**src/rtl/vga_timing_pkg.sv**
```systemverilog
// Shared VGA timing constants, total derivations and the axis phase encoding.
package vga_timing_pkg;

  localparam int CNT_W = 10;

  localparam int DEF_H_ACTIVE = 640;
  localparam int DEF_H_FP     = 16;
  localparam int DEF_H_SYNC   = 96;
  localparam int DEF_H_BP     = 48;
  localparam int DEF_V_ACTIVE = 480;
  localparam int DEF_V_FP     = 10;
  localparam int DEF_V_SYNC   = 2;
  localparam int DEF_V_BP     = 33;

  typedef enum logic [1:0] {PH_ACTIVE, PH_FP, PH_SYNC, PH_BP} axis_phase_t;

  function automatic int axis_total(input int active, input int fp, input int sync, input int bp);
    return active + fp + sync + bp;
  endfunction

  function automatic int h_total(input int active, input int fp, input int sync, input int bp);
    return axis_total(active, fp, sync, bp);
  endfunction

  function automatic int v_total(input int active, input int fp, input int sync, input int bp);
    return axis_total(active, fp, sync, bp);
  endfunction

endpackage

```
**src/rtl/vga_axis_counter.sv**
```systemverilog
// One VGA axis: position counter, ACTIVE/FP/SYNC/BP phase FSM, registered sync/active decode.
module vga_axis_counter
  import vga_timing_pkg::*;
#(
  parameter int   ACTIVE = DEF_H_ACTIVE,
  parameter int   FP     = DEF_H_FP,
  parameter int   SYNC   = DEF_H_SYNC,
  parameter int   BP     = DEF_H_BP,
  parameter logic POL    = 1'b0
) (
  input  logic             clk_in,
  input  logic             reset,
  input  logic             adv,
  output logic [CNT_W-1:0] cnt,
  output logic             sync,
  output logic             active,
  output logic             wrap
);

  localparam int TOTAL = axis_total(ACTIVE, FP, SYNC, BP);
  localparam logic [CNT_W-1:0] ACT_LAST  = CNT_W'(ACTIVE - 1);
  localparam logic [CNT_W-1:0] FP_LAST   = CNT_W'(ACTIVE + FP - 1);
  localparam logic [CNT_W-1:0] SYNC_LAST = CNT_W'(ACTIVE + FP + SYNC - 1);
  localparam logic [CNT_W-1:0] LAST      = CNT_W'(TOTAL - 1);

  if (TOTAL > (1 << CNT_W)) begin : g_total_check
    $error("vga_axis_counter: axis total does not fit the counter width");
  end

  axis_phase_t      phase, phase_nxt;
  logic [CNT_W-1:0] cnt_nxt;

  assign wrap    = adv && (cnt == LAST);
  assign cnt_nxt = (cnt == LAST) ? '0 : cnt + CNT_W'(1);

  // Each phase hands over on its own last count.
  always_comb begin
    phase_nxt = phase;
    case (phase)
      PH_ACTIVE: if (cnt == ACT_LAST)  phase_nxt = PH_FP;
      PH_FP:     if (cnt == FP_LAST)   phase_nxt = PH_SYNC;
      PH_SYNC:   if (cnt == SYNC_LAST) phase_nxt = PH_BP;
      PH_BP:     if (cnt == LAST)      phase_nxt = PH_ACTIVE;
      default:                         phase_nxt = PH_BP;
    endcase
  end

  // Decode is taken from the next phase so flags line up with the counter value.
  always_ff @(posedge clk_in) begin
    if (reset) begin
      cnt    <= LAST;
      phase  <= PH_BP;
      sync   <= ~POL;
      active <= 1'b0;
    end else if (adv) begin
      cnt    <= cnt_nxt;
      phase  <= phase_nxt;
      sync   <= (phase_nxt == PH_SYNC) ? POL : ~POL;
      active <= (phase_nxt == PH_ACTIVE);
    end
  end

endmodule

```
**src/rtl/vga_timing_ctrl.sv**
```systemverilog
// VGA timing top: chains horizontal wrap into vertical advance, makes strobes.
// Optional frame counter port enabled by VGA_TIMING_FRAME_CNT_EN.
module vga_timing_ctrl
  import vga_timing_pkg::*;
#(
  parameter int   H_ACTIVE = DEF_H_ACTIVE,
  parameter int   H_FP     = DEF_H_FP,
  parameter int   H_SYNC   = DEF_H_SYNC,
  parameter int   H_BP     = DEF_H_BP,
  parameter int   V_ACTIVE = DEF_V_ACTIVE,
  parameter int   V_FP     = DEF_V_FP,
  parameter int   V_SYNC   = DEF_V_SYNC,
  parameter int   V_BP     = DEF_V_BP,
  parameter logic SYNC_POL = 1'b0
) (
  input  logic             clk_in,
  input  logic             reset,
  input  logic             pix_en,
  output logic             hsync,
  output logic             vsync,
  output logic             video_on,
  output logic [CNT_W-1:0] pix_x,
  output logic [CNT_W-1:0] pix_y,
  output logic             line_start,
`ifdef VGA_TIMING_FRAME_CNT_EN
  output logic             frame_start,
  output logic [15:0]      frame_cnt
`else
  output logic             frame_start
`endif
);

  logic h_active, v_active, h_wrap, v_wrap;

  vga_axis_counter #(
    .ACTIVE(H_ACTIVE), .FP(H_FP), .SYNC(H_SYNC), .BP(H_BP), .POL(SYNC_POL)
  ) u_h (
    .clk_in(clk_in), .reset(reset), .adv(pix_en),
    .cnt(pix_x), .sync(hsync), .active(h_active), .wrap(h_wrap)
  );

  // Vertical axis steps only on the tick that wraps h, so vsync moves with h wrap.
  vga_axis_counter #(
    .ACTIVE(V_ACTIVE), .FP(V_FP), .SYNC(V_SYNC), .BP(V_BP), .POL(SYNC_POL)
  ) u_v (
    .clk_in(clk_in), .reset(reset), .adv(h_wrap),
    .cnt(pix_y), .sync(vsync), .active(v_active), .wrap(v_wrap)
  );

  assign video_on = h_active & v_active;

  always_ff @(posedge clk_in) begin
    if (reset) begin
      line_start  <= 1'b0;
      frame_start <= 1'b0;
    end else begin
      line_start  <= h_wrap;
      frame_start <= v_wrap;
    end
  end

`ifdef VGA_TIMING_FRAME_CNT_EN
  always_ff @(posedge clk_in) begin
    if (reset)       frame_cnt <= '0;
    else if (v_wrap) frame_cnt <= frame_cnt + 16'd1;
  end
`endif

endmodule

```
**config.mk**
```make
export PLATFORM = sky130hd
export DESIGN_NAME = vga_timing_ctrl
export DESIGN_NICKNAME = d
export VERILOG_FILES = /design/src/rtl/vga_timing_pkg.sv /design/src/rtl/vga_axis_counter.sv /design/src/rtl/vga_timing_ctrl.sv
export SDC_FILE = /design/constraint.sdc
export NUM_CORES = 1
export LEC_CHECK = 0
export CORE_MARGIN = 1
export CORE_UTILIZATION = 25
export DETAILED_ROUTE_END_ITERATION = 6
export PLACE_DENSITY = 0.54
export SYNTH_ARGS = -nofsm -noshare
export SYNTH_HDL_FRONTEND = slang
export SYNTH_HIERARCHICAL = 1
export SYNTH_SLANG_ARGS = --single-unit
export TNS_END_PERCENT = 10
```
**constraint.sdc**
```tcl
create_clock -name clk_in -period 3.55 [get_ports clk_in]
set_input_delay 0.5325 -clock clk_in [delete_from_list [all_inputs] [get_ports clk_in]]
set_output_delay 0.5325 -clock clk_in [all_outputs]
set_load 0.03 [all_outputs]
```
======== Word level (Yosys, flattened, before mapping) ========
Index checks and enable logic that the tools add are counted.
word-level totals
  register bits ........................... 30
  input port bits ......................... 3
  output and inout bits ................... 25
  word-level logic and storage cells ...... 49
operators by class
  add/sub/neg operators ................... 2
  equal/unequal tests ..................... 16
  muxes and demuxes ....................... 14
  bitwise logic cells ..................... 1
  reduce and logical (&&, ||, !) cells .... 6
operators with widths
  kind                                            count
  == test 10 bit, second input constant           5
  == test 10 x 9 -> 1 bit, second input constant  3
  adder 10 x 1 -> 10 bit, second input constant   2
  2-to-1 mux 10 bit                               2
  2-to-1 mux 2 bit                                8
  one-hot mux 2 bit (4 select lines)              2
  == test 2 bit, second input constant            6
  zero test 2 bit                                 4
  == test 2 x 1 -> 1 bit, second input constant   2
  logical AND 1 bit                               2
  2-to-1 mux 1 bit                                2
  AND 1 bit                                       1

======== Logic depth before layout (Yosys ltp) ========
Gate-level depths: netlist (run 1).
  depth after elaboration ................. 5
  mapped depth ............................ 10
  mapped depth without buffers ............ 8

======== Modules after synthesis ========
The synthesis (run 1) kept the hierarchy.
by module, submodules not included
  module                  times used  cells an instance  area each (um^2)  seq. area each (um^2)
  vga_axis_counter (u_v)  1           83                 757.0             280.3
  vga_axis_counter (u_h)  1           82                 742.0             280.3
  vga_timing_ctrl         1           5                  58.8              40.0

======== Worst setup path after synthesis (run 1) ========
OpenSTA, ideal clock, no wires.
  path type ............................... flip-flop to flip-flop
  from .................................... register u_h.cnt[0]
  to ...................................... register u_v.active
  setup time .............................. 133 ps
  arrival time ............................ 2530 ps
  required time ........................... 3417 ps
  slack ................................... 887 ps
  cell stages (with the launch flop) ...... 11
  buffers on the path ..................... 2
  clock period less this slack ............ 2663 ps
  cell sequence ........................... dfxtp_1 -> ha_1 -> nand2_1 -> nor2_1 -> and2_1 -> clkbuf_2 -> clkbuf_1 -> nand3_1 -> o31a_1 -> a2111oi_2 -> nor4_2
on the way
  word-level cells in the longest chain between the ends .. 2
ends and longest elaborated chain
  element                 line                    RTL
  from (decl)             vga_axis_counter.sv:14  output logic [CNT_W-1:0] cnt,
  from (signal assigned)  vga_axis_counter.sv:56  cnt <= cnt_nxt;
  == test 10 bit          vga_axis_counter.sv:33  assign wrap = adv && (cnt == LAST);
  logical AND 1 bit       vga_axis_counter.sv:33
  via h_wrap              vga_timing_ctrl.sv:33   logic h_active, v_active, h_wrap, v_wrap;
  to (signal assigned)    vga_axis_counter.sv:59  active <= (phase_nxt == PH_ACTIVE);
  to (decl)               vga_axis_counter.sv:16  output logic active,
The timed path passes the listed nets, and every way through them passes these cells.
A chain may end at the register's enable or synchronous reset.

======== Final worst setup path (run 1) ========
  from .................................... input port pix_en
  to ...................................... register u_v.active
on the way
  word-level cells in the longest chain between the ends .. 1
ends and longest elaborated chain
  element            line                    RTL
  from (decl)        vga_timing_ctrl.sv:18   input logic pix_en,
  logical AND 1 bit  vga_axis_counter.sv:33
  via h_wrap         vga_timing_ctrl.sv:33
The timed path passes the listed nets, and every way through them passes these cells.

==> results of run 1 <==
-- where the power goes --
part	internal, uW	switching (uW)
Combinational	146	187
Clock	156	126
Sequential	378	54.7
-- logic make-up after synthesis --
logic type	count (synthesis)	share of synthesized area, %
XOR/XNOR	14	7.872
flip-flops	30	38.55
buffers and inverters	16	4.016
AO/OA/AOI/OAI	33	17.43
multiplexers	1	0.6426
adder cells (fa/ha/maj)	4	3.213
AND/OR/NAND/NOR	72	28.27
-- area by class of cell --
class / instances / area [sq um] / share of cell area (%)
Tap cell: 75 / 93.84 / 4.667
Multi-Input combinational cell: 124 / 894.6 / 44.49
Sequential cell: 30 / 600.6 / 29.87
Timing Repair Buffer: 30 / 292.8 / 14.56
Clock inverter: 1 / 5.005 / 0.2489
Inverter: 10 / 37.54 / 1.867
Clock buffer: 7 / 86.33 / 4.294
-- how the worst max path moves through the flow --
stage                            end  slack (ps)
after floorplan           u_v/active         890
after global placement    u_v/active         610
after detailed placement  u_v/active         580
after CTS                 u_v/active         860
after global routing      u_v/active         630
final                     u_v/active         840
-- per-layer routing --
| metal | routed length [um] | global-route usage, % | up-vias |
|---|---|---|---|
| met4 | 44 | 4.643 | 0 |
| met2 | 1625 | 19.75 | 33 |
| li1 | - | - | 681 |
| met5 | 0 | 0 | - |
| met1 | 1743 | 15.48 | 627 |
| met3 | 171 | 4.831 | 6 |
-- state kept, by name (all words and copies together) (netlist names) --
signal       count
line_start       1
u_h/sync         1
u_v/cnt         10
u_v/active       1
u_h/cnt         10
frame_start      1
u_h/phase        2
u_v/sync         1
u_v/phase        2
u_h/active       1
-- through the flow --
step | std cells | setup WS [ps]
finish | 277 | 840.2
global route | 277 | 633.7
CTS | 277 | 857.0
detailed placement | 269 | 575.9
global placement | 269 | 606.8
floorplan | 170 | 887.3
-- Yosys cell counts, types with 2 or more instances --
cell	count	share of area, %
a211o_1	4	2.2
a21oi_1	2	0.64
a311o_1	2	1.3
a41oi_1	2	1.1
and2_1	4	1.6
and3_1	3	1.2
clkbuf_1	4	0.96
clkbuf_2	2	0.64
dfxtp_1	30	39
ha_1	4	3.2
inv_1	10	2.4
nand2_1	7	1.7
nand3_1	4	1.3
nand4_1	5	2.0
nor2_1	16	3.9
nor2b_1	7	2.8
nor3_1	8	2.6
o2111ai_1	2	1.1
o21ai_0	2	0.64
o21bai_1	6	2.9
or3_1	2	0.80
xnor2_1	9	5.1
xor2_1	5	2.8
-- layout by cell type (no fill, tap or decap), types with 2 or more instances in the layout --
cell type / synthesis / routed
o21bai_1: 6 / 6
xnor2_1: 9 / 9
a21oi_1: 2 / 2
a211o_1: 4 / 4
nand2_1: 7 / 7
clkdlybuf4s50_1: 0 / 27
dfxtp_1: 30 / 30
nor2b_1: 7 / 7
ha_1: 4 / 4
nand3_1: 4 / 4
a41oi_1: 2 / 2
inv_1: 10 / 10
nand4_1: 5 / 5
o21ai_0: 2 / 2
xor2_1: 5 / 5
o2111ai_1: 2 / 2
clkbuf_8: 0 / 6
nor2_1: 16 / 16
nor3_1: 8 / 8
buf_4: 0 / 3
and3_1: 3 / 3
a311o_1: 2 / 2
or3_1: 2 / 2
and2_1: 4 / 4
==> results_dict.tcl, run 1 <==
set metrics [dict create \
    outcome "finished clean" \
    timing.final.crit_share_pct 76.33 \
    hold_viol_final 0 \
    synth_warnings 6 \
    hold_path_end "u_v/sync" \
    flow.area_growth_from_synthesis_pct 29.08 \
    grt-ovfl-total 0 \
    n_antenna_cell 0 \
    coreArea_sq_um 5956 \
    cts.sinks 30 \
    syn_inst 170 \
    wl_per_cell_um 12.94 \
    worstHoldStart "u_v/sync" \
    root_buffer "clkbuf_8" \
    grt.total_usage_pct 12.57 \
    synth_seq_cells 30 \
    tightest_slew_ps 519.6 \
    worstPathArrival_ps 2850 \
    drt_iter0_drc 49 \
    ys.flop_type "dfxtp_1" \
    worstSetupStartpoint "pix_en" \
    ys_types 53 \
    grt_pass1_vias 1329 \
    syn_avg_cell_area_sq_um 9.163 \
    io_buffers 27 \
    vdd_ir_drop_max_mv 0.2820 \
    hpwl_mm 2.569 \
    drv_cap 0 \
    cp-start-kind "input pin" \
    cts_tree "done" \
    crit_cells 8 \
    critPathBufInv 1 \
    clock_skew_ps 9.193 \
    io_pins 28 \
    nets 208 \
    cts_setup_buffers 0 \
    synth-edff-count 0 \
    ant_nets 0 \
    crit_family "simple AND/OR/NAND/NOR gates" \
    slowest_delay_ps 480 \
    insertion_delay_ps 280 \
    cp-end-kind "flop" \
    synthesis.nets 177 \
    htreeDepth 2 \
    crit_chain "clkdlybuf4s50_1, nand2_1, nor2_1, and2_1, nand3_1, o31a_1, a2111oi_2, nor4_2" \
    holdWs_ps 469.9 \
    die_h_um 80.94 \
    max_freq_mhz 369.0 \
    viasPerCell 4.863 \
    reg2reg_depth 7 \
    power_density_nw_per_um2 521.5 \
    worstPathMaxFanout 10 \
    place.gp.congestion 0.7630 \
    finalPower_uw 1049 \
    holdCritPathClass "flop to flop" \
    setup-tns-final_ps 0 \
    worst_ep_required_time_ps 3690 \
    netlist_area_sq_um 1558 \
    start_util_pct 26.16 \
    antenna_found_initial 0 \
    rows 28 \
    slowest_stage "clkdlybuf4s50_1" \
    path_class "input pin to flop" \
    max_slew_margin_pct 65.09 \
    fin_crit_ps 2710 \
    numCtsBuffers 5 \
    seq_area_frac_synth_pct 38.55 \
    design.die.area_sq_um 6550 \
    clkSlewWorstSetupHoldPaths_ps 60 \
    first_pass_iters 4 \
    cts_resized 0 \
    grt_pass1_wl_mm 6.237 \
    rsz0062_at_grt "false" \
    fillers 642 \
    slew_viol_final 0 \
    layout-drive-gt1-share_pct 9.406 \
    wl_mm 3.585 \
    r2r-end "u_v/active" \
    vias 1347 \
    finalCoreUtilization_pct 33.76 \
    cts_buffer_depth 2 \
    design_area_sq_um 2011 \
    r2r-start "u_h/cnt[5]" \
    cts_hold_buf 0 \
    p_leak_uw 0.0007659 \
    async_reset_ff_share_pct 0 \
    whs_path_depth 1 \
    drc 0 \
    setup_viol 0 \
    grt_max_degree 14 \
    ff2ff_setup_slack_ps 960 \
    die_x_um 80.94 \
    place_area_sq_um 1919 \
]
(Power assumes the default switching activity.)
==> inputs of run 2 (changes only) <==
- clock period: 3.55 -> 2.7 ns (I/O delays scaled with it)
==> run 2 against run 1 <==
- cell count is 1.4% higher
- wire length is 0.53% higher
- sequential power is 31% higher
- register-to-register slack worse by 510 ps
- global-route usage is 0.23 points lower
- clock skew is 1.2 ps lower
- die area stayed put
- clock power is 64% higher
==> results_dict.tcl, run 2 (synthesis gave the netlist of run 1 again) <==
set metrics [dict create \
    nets 213 \
    worstHoldStart "u_v/sync" \
    first_pass_iters 4 \
    p_leak_uw 0.0008010 \
    hold_path_end "u_v/sync" \
    layout-drive-gt1-share_pct 11.65 \
    timing.final.crit_share_pct 83.46 \
    reg2reg_depth 8 \
    wl_mm 3.604 \
    cts_setup_buffers 0 \
    cts_hold_buf 0 \
    die_x_um 80.94 \
    io_pins 28 \
    max_slew_margin_pct 65.21 \
    cts_tree "done" \
    final_common_cell "dfxtp_1" \
    grt_pass1_wl_mm 6.023 \
    cp-end-kind "flop" \
    r2r-start "u_h/cnt[6]" \
    rows 28 \
    final_cells 281 \
    slew_viol_final 0 \
    slowest_stage "a2111oi_2" \
    n_antenna_cell 0 \
    dp_worst_setup_slack_ps 297.8 \
    vdd_ir_drop_max_mv 0.3070 \
    finalWorstSetupSlack_ps 446.5 \
    top_regs "u_h/cnt: 10 flops, u_v/cnt: 10 flops" \
    htreeDepth 2 \
    slowest_delay_ps 430 \
    setup_viol 0 \
    hold_viol_final 0 \
    max_freq_mhz 443.8 \
    grt_max_degree 14 \
    holdWs_ps 472.5 \
    viasPerCell 4.829 \
    root_buffer "clkbuf_8" \
    clkSlewWorstSetupHoldPaths_ps 70 \
    worst_ep_required_time_ps 2860 \
    flow.area_growth_from_synthesis_pct 32.85 \
    grt-ovfl-total 0 \
    start_util_pct 26.16 \
    drc 0 \
    drt_iter0_drc 59 \
    cp-start-kind "flop" \
    tightest_slew_ps 517.9 \
    setup-tns-final_ps 0 \
    ff2ff_setup_slack_ps 450 \
    cts_resized 0 \
    power_density_nw_per_um2 718.1 \
    cts_buffer_depth 2 \
    antenna_found_initial 0 \
    wl_per_cell_um 12.83 \
    r2r-end "u_v/active" \
    coreArea_sq_um 5956 \
    insertion_delay_ps 280 \
    outcome "finished clean" \
    fin_crit_ps 2253 \
    drv_cap 0 \
    clock_skew_ps 7.997 \
    finalPower_uw 1486 \
    dp.cells 274 \
    worstPathMaxFanout 8 \
    design.die.area_sq_um 6550 \
    whs_path_depth 1 \
    rsz0062_at_grt "false" \
    hpwl_mm 2.623 \
    path_class "flop to flop" \
    grt.total_usage_pct 12.34 \
    vias 1357 \
    holdCritPathClass "flop to flop" \
    final_cell_mix "dfxtp_1 (30), clkdlybuf4s50_1 (27), nor2_1 (16)" \
    worstPathArrival_ps 2410 \
    die_h_um 80.94 \
    cts.sinks 30 \
    io_buffers 27 \
    crit_chain "nor4b_2, and2_2, and2_1, buf_4, o21ai_0, o31a_1, a2111oi_2, nor4_2" \
    place.gp.congestion 0.7783 \
    grt_pass1_vias 1255 \
    ant_nets 0 \
    numCtsBuffers 5 \
]
-- run 2: cell count changes in the layout (fill, tap and decap cells not counted) --
cell	change
buf_4	+5
bufinv_16	+1
clkbuf_1	-1
clkinv_2	-1
-- run 2: final cells by class --
type | instances | area [sq um]
Clock buffer | 6 | 82.58
Clock inverter | 1 | 30.03
Fill cell | 630 | 3886
Inverter | 10 | 37.54
Multi-Input combinational cell | 124 | 894.6
Sequential cell | 30 | 600.6
Tap cell | 75 | 93.84
Timing Repair Buffer | 35 | 330.3
-- run 2: routing by layer --
metal	up-vias	wire, um	part of all wire, %	global-route usage (%)
met5	-	0	0	0
met4	0	52	1.4	4.821
met3	6	186	5.2	4.607
met2	30	1572	44	18.74
met1	634	1792	50	15.71
li1	687	-	-	-
-- run 2: how the worst max path moves through the flow --
stage | start | end | slack (ps) | depth (start not counted)
after floorplan | u_h/cnt[0] | u_v/active | 40 | 10
after CTS | u_h/cnt[6] | u_v/active | 430 | 8
after global placement | pix_en | u_v/active | 330 | 8
final | u_h/cnt[6] | u_v/active | 450 | 8
after detailed placement | pix_en | u_v/active | 300 | 9
after global routing | u_h/cnt[6] | u_v/phase[1] | 200 | 7
-- run 2: critical path, delay by kind of cell, from the launching register on --
family	cells	cell delay, ps
AND/OR/NAND/NOR	4	890
AO/OA/AOI/OAI	3	650
flip-flops	1	400
buffers and inverters	1	190
-- run 2: where the power goes --
| group | internal, uW | total [uW] | switching (uW) |
|---|---|---|---|
| registers | 496 | 564 | 67.8 |
| logic | 206 | 459 | 253 |
| clock network | 295 | 463 | 168 |
| total | 997 | 1490 | 489 |
-- run 2: per-stage QoR --
stage | util (%) | cell area [sq um]
after global placement | 32.86 | 1957
final | 34.75 | 2069
after floorplan | - | 1558
after detailed placement | 32.86 | 1957
after global routing | 34.75 | 2069
after CTS | 34.75 | 2069
==> inputs of run 3 (changes only) <==
- PLACE_DENSITY: 0.54 -> 0.56
- clock period: 2.7 -> 1.9 ns (I/O delays scaled with it)
==> run 3 against run 2 <==
- wire length is 6.9% higher
- utilization is 3.3 points higher
- global-route usage is 0.83 points higher
- count of clock-buffer cells in the layout is 1 higher
- clock skew is 0.58 ps higher
- critical path type unchanged
- worst hold slack worse by 4.2 ps
- fmax is 20% higher
- combinational power is 74% higher
- cell count is 7.8% higher
- first-iteration DRC count is 14% lower
- setup slack worse by 420 ps
- critical path depth is 1 lower
==> results_dict.tcl, run 3 (synthesis gave the netlist of run 1 again) <==
set metrics [dict create \
    outcome "finished clean" \
    ant_nets 0 \
    die_x_um 80.94 \
    place.gp.congestion 0.8256 \
    cts_hold_buf 0 \
    drt_iter0_drc 51 \
    final_cell_mix "buf_4 (29), clkdlybuf4s50_1 (27), dfxtp_1 (21)" \
    worst_ep_required_time_ps 2050 \
    design_area_sq_um 2267 \
    nets 234 \
    vias 1446 \
    insertion_delay_ps 280 \
    final_common_cell "buf_4" \
    viasPerCell 4.772 \
    coreArea_sq_um 5956 \
    p_leak_uw 0.0009118 \
    worstPathArrival_ps 2030 \
    first_pass_iters 5 \
    clkSlewWorstSetupHoldPaths_ps 60 \
    cp-start-kind "flop" \
    numCtsBuffers 5 \
    hpwl_mm 2.985 \
    layout-drive-gt1-share_pct 25.44 \
    design.die.area_sq_um 6550 \
    whs_path_depth 1 \
    grt_pass1_vias 1324 \
    holdCritPathClass "flop to flop" \
    max_freq_mhz 534.3 \
    wl_mm 3.852 \
    path_class "flop to flop" \
    drc 0 \
    finalWorstSetupSlack_ps 28.33 \
    grt.total_usage_pct 13.17 \
    cts.sinks 30 \
    io_buffers 27 \
    dp_worst_setup_slack_ps -118.1 \
    worstPathMaxFanout 7 \
    clock_skew_ps 8.575 \
    cts_buffer_depth 2 \
    drv_cap 0 \
    reg2reg_depth 7 \
    vdd_ir_drop_max_mv 0.3129 \
    cp-end-kind "flop" \
    final_cells 303 \
    die_h_um 80.94 \
    finalPower_uw 2109 \
    holdWs_ps 468.3 \
    n_antenna_cell 0 \
    timing.final.crit_share_pct 98.51 \
    max_slew_margin_pct 77.69 \
    hold_viol_final 0 \
    htreeDepth 2 \
    slew_viol_final 0 \
    wl_per_cell_um 12.71 \
    root_buffer "clkbuf_8" \
    fillers 619 \
    power_density_nw_per_um2 930.1 \
    rsz0062_at_grt "true" \
    grt_pass1_wl_mm 6.561 \
    top_regs "u_h/cnt: 10 flops, u_v/cnt: 10 flops" \
    place_area_sq_um 2173 \
    tightest_slew_ps 330.0 \
    grt_max_degree 14 \
    cts_tree "done" \
    flow.area_growth_from_synthesis_pct 45.54 \
    rows 28 \
    antenna_found_initial 0 \
    dp.cells 295 \
    start_util_pct 26.16 \
    io_pins 28 \
    fin_crit_ps 1872 \
    setup_viol 0 \
    grt-ovfl-total 0 \
]
==> run 3: cell types whose count changed in the layout (fill, tap and decap cells not counted), sizes merged <==
cell,previous run,this run
clkinv,0,1
clkbuf,6,7
bufinv,1,0
buf,8,29
==> run 3: critical path: stages, from the launching register on <==
cell,delay (ps)
dfxtp_4,350
nor4b_4,320
and2_4,200
and2_4,180
nand3_2,80
o31a_1,290
a2111oi_4,250
nor4_2,90
==> run 3: cell type report <==
| cell class | count | area [sq um] | share of cell area, % |
|---|---|---|---|
| Timing Repair Buffer | 56 | 488.0 | 21.52 |
| Multi-Input combinational cell | 124 | 929.6 | 41.00 |
| Sequential cell | 30 | 626.9 | 27.65 |
| Clock inverter | 1 | 5.005 | 0.2208 |
| Tap cell | 75 | 93.84 | 4.139 |
| Clock buffer | 7 | 86.33 | 3.808 |
| Inverter | 10 | 37.54 | 1.656 |
==> run 3: timing repair <==
action / 4_1_cts / 5_1_grt
setup buffers: 0 / 0
setup endpoints to repair: 0 / 11
gates resized for setup: 0 / 3
==> run 3: per-stage QoR <==
stage                     setup TNS [ps]  util [%]
final                                  0     38.07
after global placement            -915.7     36.49
after floorplan                   -868.5         -
after global routing              -230.4     38.07
after detailed placement           -1185     36.49
after CTS                              0     38.03
==> run 3: power by group <==
| group | internal [uW] | switching [uW] | leakage (uW) | total (uW) |
|---|---|---|---|---|
| Clock | 292 | 239 | 0.0000482 | 531 |
| Combinational | 378 | 421 | 0.000617 | 799 |
| Sequential | 709 | 69.4 | 0.000247 | 778 |
| Total | 1380 | 729 | 0.000912 | 2110 |
==> run 3: final timing paths <==
check                   from          to  slack [ps]
hold / removal      u_v/sync    u_v/sync         470
hold reg to reg     u_v/sync    u_v/sync         470
setup reg to reg  u_h/cnt[7]  u_v/active          30
setup / recovery  u_h/cnt[7]  u_v/active          30
==> run 3: layer usage <==
layer	track usage, %	share of wire [%]
met3	3.034	3.9
met4	5.357	1.4
met1	18.28	51
met5	0	0
met2	19.41	43
==> variant 1 (config.mk and constraints of run 3) <==
The parameter `SYNC_POL` goes from 1'b0 to 1'b1.
--- a/src/rtl/vga_timing_ctrl.sv
+++ b/src/rtl/vga_timing_ctrl.sv
@@ -13,3 +13,3 @@
   parameter int   V_BP     = DEF_V_BP,
-  parameter logic SYNC_POL = 1'b0
+  parameter logic SYNC_POL = 1'b1
 ) (
Behaviour: not the same (a bounded check fails within 4 cycles, from zero or initial values and one cycle with reset high).
==> variant 1 against run 3 <==
Via count increased by 3.0%; setup slack improved by 51 ps; area after synthesis decreased by 0.32%; wire length increased by 2.8%; sequential cell count unchanged; cell area decreased by 2.0%; combinational power decreased by 6.4%; power decreased by 3.8%; non-clock buffer count decreased by 1; critical endpoint is now u_h/active$_SDFFE_PP0P_.
==> variant 1: results (changes against run 3) <==
status - finished, final reports clean (unchanged)
count of distinct cell types in the synthesized netlist - 48 (was 53)
fraction of the mapped netlist area in compound gates - 15.15% (was 17.43%)
number of DRC markers in iteration 0 - 66 (was 51)
HPWL after DPL - 2863 um (was 2985 um)
worst hold start - u_v/sync$_SDFFE_PP0P_ (was u_v/sync$_SDFFE_PP1P_)
slew margin rel. - 78.41% (was 77.69%)
slowest stage cell on the critical path - sky130_fd_sc_hd__or4_1 (was sky130_fd_sc_hd__dfxtp_4)
layout net count - 239 (was 234)
Worst Reg-to-Reg Cells - 5 (was 7)
syn_area_per_cell - 8.723 um^2 (was 9.163 um^2)
number of filler cells placed in the layout - 628 (was 619)
Overall Global Routing Usage - 12.95% (was 13.17%)
vias in the first global route - 1,351 (was 1,324)
post-synthesis mux area share - 2.015% (was 0.6426%)
clock skew after layout - 6.973 ps (was 8.575 ps)
Mapped Nets - 185 (was 177)
internal reg-to-reg setup slack - 80 ps (was 30 ps)
Worst Hold Path EP - u_v/sync$_SDFFE_PP0P_ (was u_v/sync$_SDFFE_PP1P_)
worst r2r dst - u_h/active$_SDFFE_PP0P_ (was u_v/active$_SDFFE_PP0P_)
delay of the slowest critical-path stage - 500 ps (was 350 ps)
adder-cell area share of the yosys netlist - 3.223% (was 3.213%)
first drt pass iteration count - 4 (was 5)
pre-CTS worst setup slack - -80.97 ps (was -118.1 ps)
proportion of synthesized chip area in sequential cells - 38.68% (was 38.55%)
Post-Route WL - 3959 um (was 3852 um)
Cells on Worst Hold Path - 2 (was 1)
post-synthesis share of cell area spent on xor and xnor gates - 7.897% (was 7.871%)
instance count after placement with tap cells included - 298 (was 295)
final weighted congestion in routability-driven placement - 0.7813 (was 0.8256)
==> variant 1: stage by stage <==
stage / area (um^2) / utilization [%] / total power, mW / hold slack, ps
after detailed placement: 2110 / 35.42 / 1.515 / 450.0
after CTS: 2212 / 37.14 / 2.039 / 459.9
after global routing: 2222 / 37.31 / 2.155 / 489.4
after global placement: 2110 / 35.42 / 1.515 / 446.0
after floorplan: 1589 / - / 1.217 / 356.6
final: 2222 / 37.31 / 2.028 / 452.9
==> variant 1: metal layers <==
metal / routed length, um / share of wire (%) / track usage [%]
met1: 2031 / 51 / 17.60
met2: 1736 / 44 / 20.34
met3: 138 / 3.5 / 2.584
met4: 54 / 1.4 / 4.286
met5: 0 / 0 / 0
==> variant 1: power groups by stage <==
stage | combinational [mW] | clock, mW | sequential (mW)
6_report | 0.748 | 0.504 | 0.776
3_5_place_dp | 0.727 | 0 | 0.787
3_3_place_gp | 0.727 | 0 | 0.788
2_1_floorplan | 0.335 | 0 | 0.883
4_1_cts | 0.746 | 0.519 | 0.774
5_1_grt | 0.814 | 0.552 | 0.789
==> variant 1: cell type report <==
cell class | instances | area, um^2 | share of cell area (%)
multi-input cells | 131 | 905.9 | 40.77
flip-flops and latches | 30 | 615.6 | 27.70
repair buffers | 55 | 493.0 | 22.18
well taps | 75 | 93.84 | 4.223
clock buffers | 8 | 80.08 | 3.604
inverters | 9 | 33.78 | 1.520
==> variant 1: how the worst max path moves through the flow <==
stage / startpoint / to / slack (ps) / cells after the start
finish: u_h/cnt[1]$_SDFFE_PP1P_ / u_h/active$_SDFFE_PP0P_ / 80 / 5
global route: u_h/cnt[1]$_SDFFE_PP1P_ / u_v/cnt[9]$_SDFFE_PP1P_ / -30 / 9
CTS: u_h/cnt[0]$_SDFFE_PP1P_ / u_v/phase[0]$_SDFFE_PP1P_ / 10 / 9
detailed placement: pix_en / u_v/cnt[9]$_SDFFE_PP1P_ / -80 / 8
global placement: pix_en / u_v/cnt[9]$_SDFFE_PP1P_ / -60 / 8
floorplan: u_h/cnt[5]$_SDFFE_PP0P_ / u_h/active$_SDFFE_PP0P_ / -50 / 5
==> variant 1: repair_timing <==
item | CTS | global route
setup buffers | 2 | 0
resized for setup | 2 | 1
setup endpoints to repair | 7 | 17
pin swaps | 1 | 5
cloned | 0 | 0
==> variant 1: critical path: cells and delay by family, from the launching register on <==
kind / cells / cell delay (ps)
simple gates: 2 / 650
compound gates: 2 / 590
flops: 1 / 360
fa+ha+maj: 1 / 140
==> variant 1: kinds of logic after synthesis <==
family | count (synthesis)
XOR/XNOR | 14
AO/OA/AOI/OAI | 32
flip-flops | 30
buffers and inverters | 17
AND/OR/NAND/NOR | 78
adder cells (fa/ha/maj) | 4
multiplexers | 3
==> variant 2 (flow settings as in run 3) <==
Made on the original files. Register the output `pix_x`, with the module's reset; this adds one clock of latency there. The other outputs are not delayed to match.
--- a/src/rtl/vga_timing_ctrl.sv
+++ b/src/rtl/vga_timing_ctrl.sv
@@ -32,2 +32,4 @@
 
+  logic [CNT_W-1:0] pix_x_d;
+
   logic h_active, v_active, h_wrap, v_wrap;
@@ -38,3 +40,3 @@
     .clk_in(clk_in), .reset(reset), .adv(pix_en),
-    .cnt(pix_x), .sync(hsync), .active(h_active), .wrap(h_wrap)
+    .cnt(pix_x_d), .sync(hsync), .active(h_active), .wrap(h_wrap)
   );
@@ -68,2 +70,10 @@
 
+  always_ff @(posedge clk_in) begin
+    if (reset) begin
+      pix_x <= '0;
+    end else begin
+      pix_x <= pix_x_d;
+    end
+  end
+
 endmodule
Check against the original RTL: not equivalent (Yosys sat finds a counterexample within 4 cycles, from zero or initial values and one cycle with reset high).
==> variant 2 against run 3 <==
Power is 21% higher; sequential cell count grew 10; setup slack improved by 11 ps; clock skew hardly changed; cell area up 18%; area after synthesis is 20% higher; wire length increased by 13%; largest power group is now sequential cells.
==> variant 2: results (changes against run 3) <==
status - finished, final reports clean (unchanged)
number of standard cells in the layout, taps in and fillers out - 352 (was 303)
clock slew at the register clock pins of the worst setup and hold paths - 90 ps (was 60 ps)
final weighted congestion in routability-driven placement - 0.7519 (was 0.8256)
die width - 88.53 um (was 80.94 um)
post-synthesis mux area share - 0.5348% (was 0.6426%)
data arrival time of the critical path - 2060 ps (was 2030 ps)
leakage power figure - 1.059 nW (was 0.9118 nW)
Non-CTS buffers - 61 (was 56)
count of distinct cell types in the synthesized netlist - 57 (was 53)
Non-clock buffer share - 20.14% (was 21.52%)
number of filler cells placed in the layout - 757 (was 619)
Synth top cells by count - sky130_fd_sc_hd__dfxtp_1 (40), sky130_fd_sc_hd__nor2_1 (16), sky130_fd_sc_hd__inv_1 (10) (was sky130_fd_sc_hd__dfxtp_1 (30), sky130_fd_sc_hd__nor2_1 (16), sky130_fd_sc_hd__inv_1 (10))
pre-CTS worst setup slack - -185.1 ps (was -118.1 ps)
# clk buffers - 6 (was 7)
proportion of synthesized chip area in sequential cells - 42.78% (was 38.55%)
Fin Hold WS - 472.0 ps (was 468.3 ps)
slowest stage cell on the critical path - sky130_fd_sc_hd__dfxtp_2 (was sky130_fd_sc_hd__dfxtp_4)
post-synthesis share of cell area spent on xor and xnor gates - 6.551% (was 7.871%)
number of multi-input logic gates - 134 (was 124)
Vias - 1,577 (was 1,446)
placed standard-cell area - 2505 um^2 (was 2173 um^2)
ClkCell Share - 4.122% (was 4.029%)
share of cells above drive strength 1 - 29.64% (was 25.44%)
fraction of power spent switching nets - 32.80% (was 34.59%)
-- variant 2: cell count changes after synthesis --
cell | before | now
sky130_fd_sc_hd__dfxtp_1 | 30 | 40
sky130_fd_sc_hd__buf_6 | 0 | 1
sky130_fd_sc_hd__nor2b_1 | 7 | 5
sky130_fd_sc_hd__and2b_2 | 0 | 2
sky130_fd_sc_hd__nor2b_2 | 0 | 8
sky130_fd_sc_hd__nor2b_4 | 0 | 2
-- variant 2: routing by layer --
layer | global-route usage (%) | vias up | share of wire, %
met1 | 14.35 | 734 | 47
met5 | 0 | - | 0
met4 | 6.452 | 0 | 1.9
met2 | 20.21 | 34 | 47
met3 | 3.358 | 6 | 4.1
li1 | - | 803 | -
-- variant 2: worst max-delay path by stage --
| stage | to | startpoint | cells after the start | slack, ps |
|---|---|---|---|---|
| 2_1_floorplan | u_v/active$_SDFFE_PP0P_ | u_h/cnt[7]$_SDFFE_PP0P_ | 9 | -90 |
| 3_3_place_gp | u_v/cnt[9]$_SDFFE_PP1P_ | pix_en | 9 | -190 |
| 3_5_place_dp | u_v/cnt[9]$_SDFFE_PP1P_ | pix_en | 9 | -190 |
| 4_1_cts | u_v/phase[1]$_SDFFE_PP1P_ | u_h/cnt[7]$_SDFFE_PP0P_ | 7 | 5 |
| 5_1_grt | u_v/cnt[7]$_SDFFE_PP0P_ | u_h/cnt[6]$_SDFFE_PP0P_ | 8 | -80 |
| 6_report | u_v/cnt[6]$_SDFFE_PP0P_ | u_h/cnt[6]$_SDFFE_PP0P_ | 8 | 40 |
-- variant 2: repair_timing --
action | in CTS | in global routing
setup endpoints to repair | 1 | 12
pin swaps | 0 | 15
buffers inserted | 0 | 4
gates resized for setup | 1 | 8
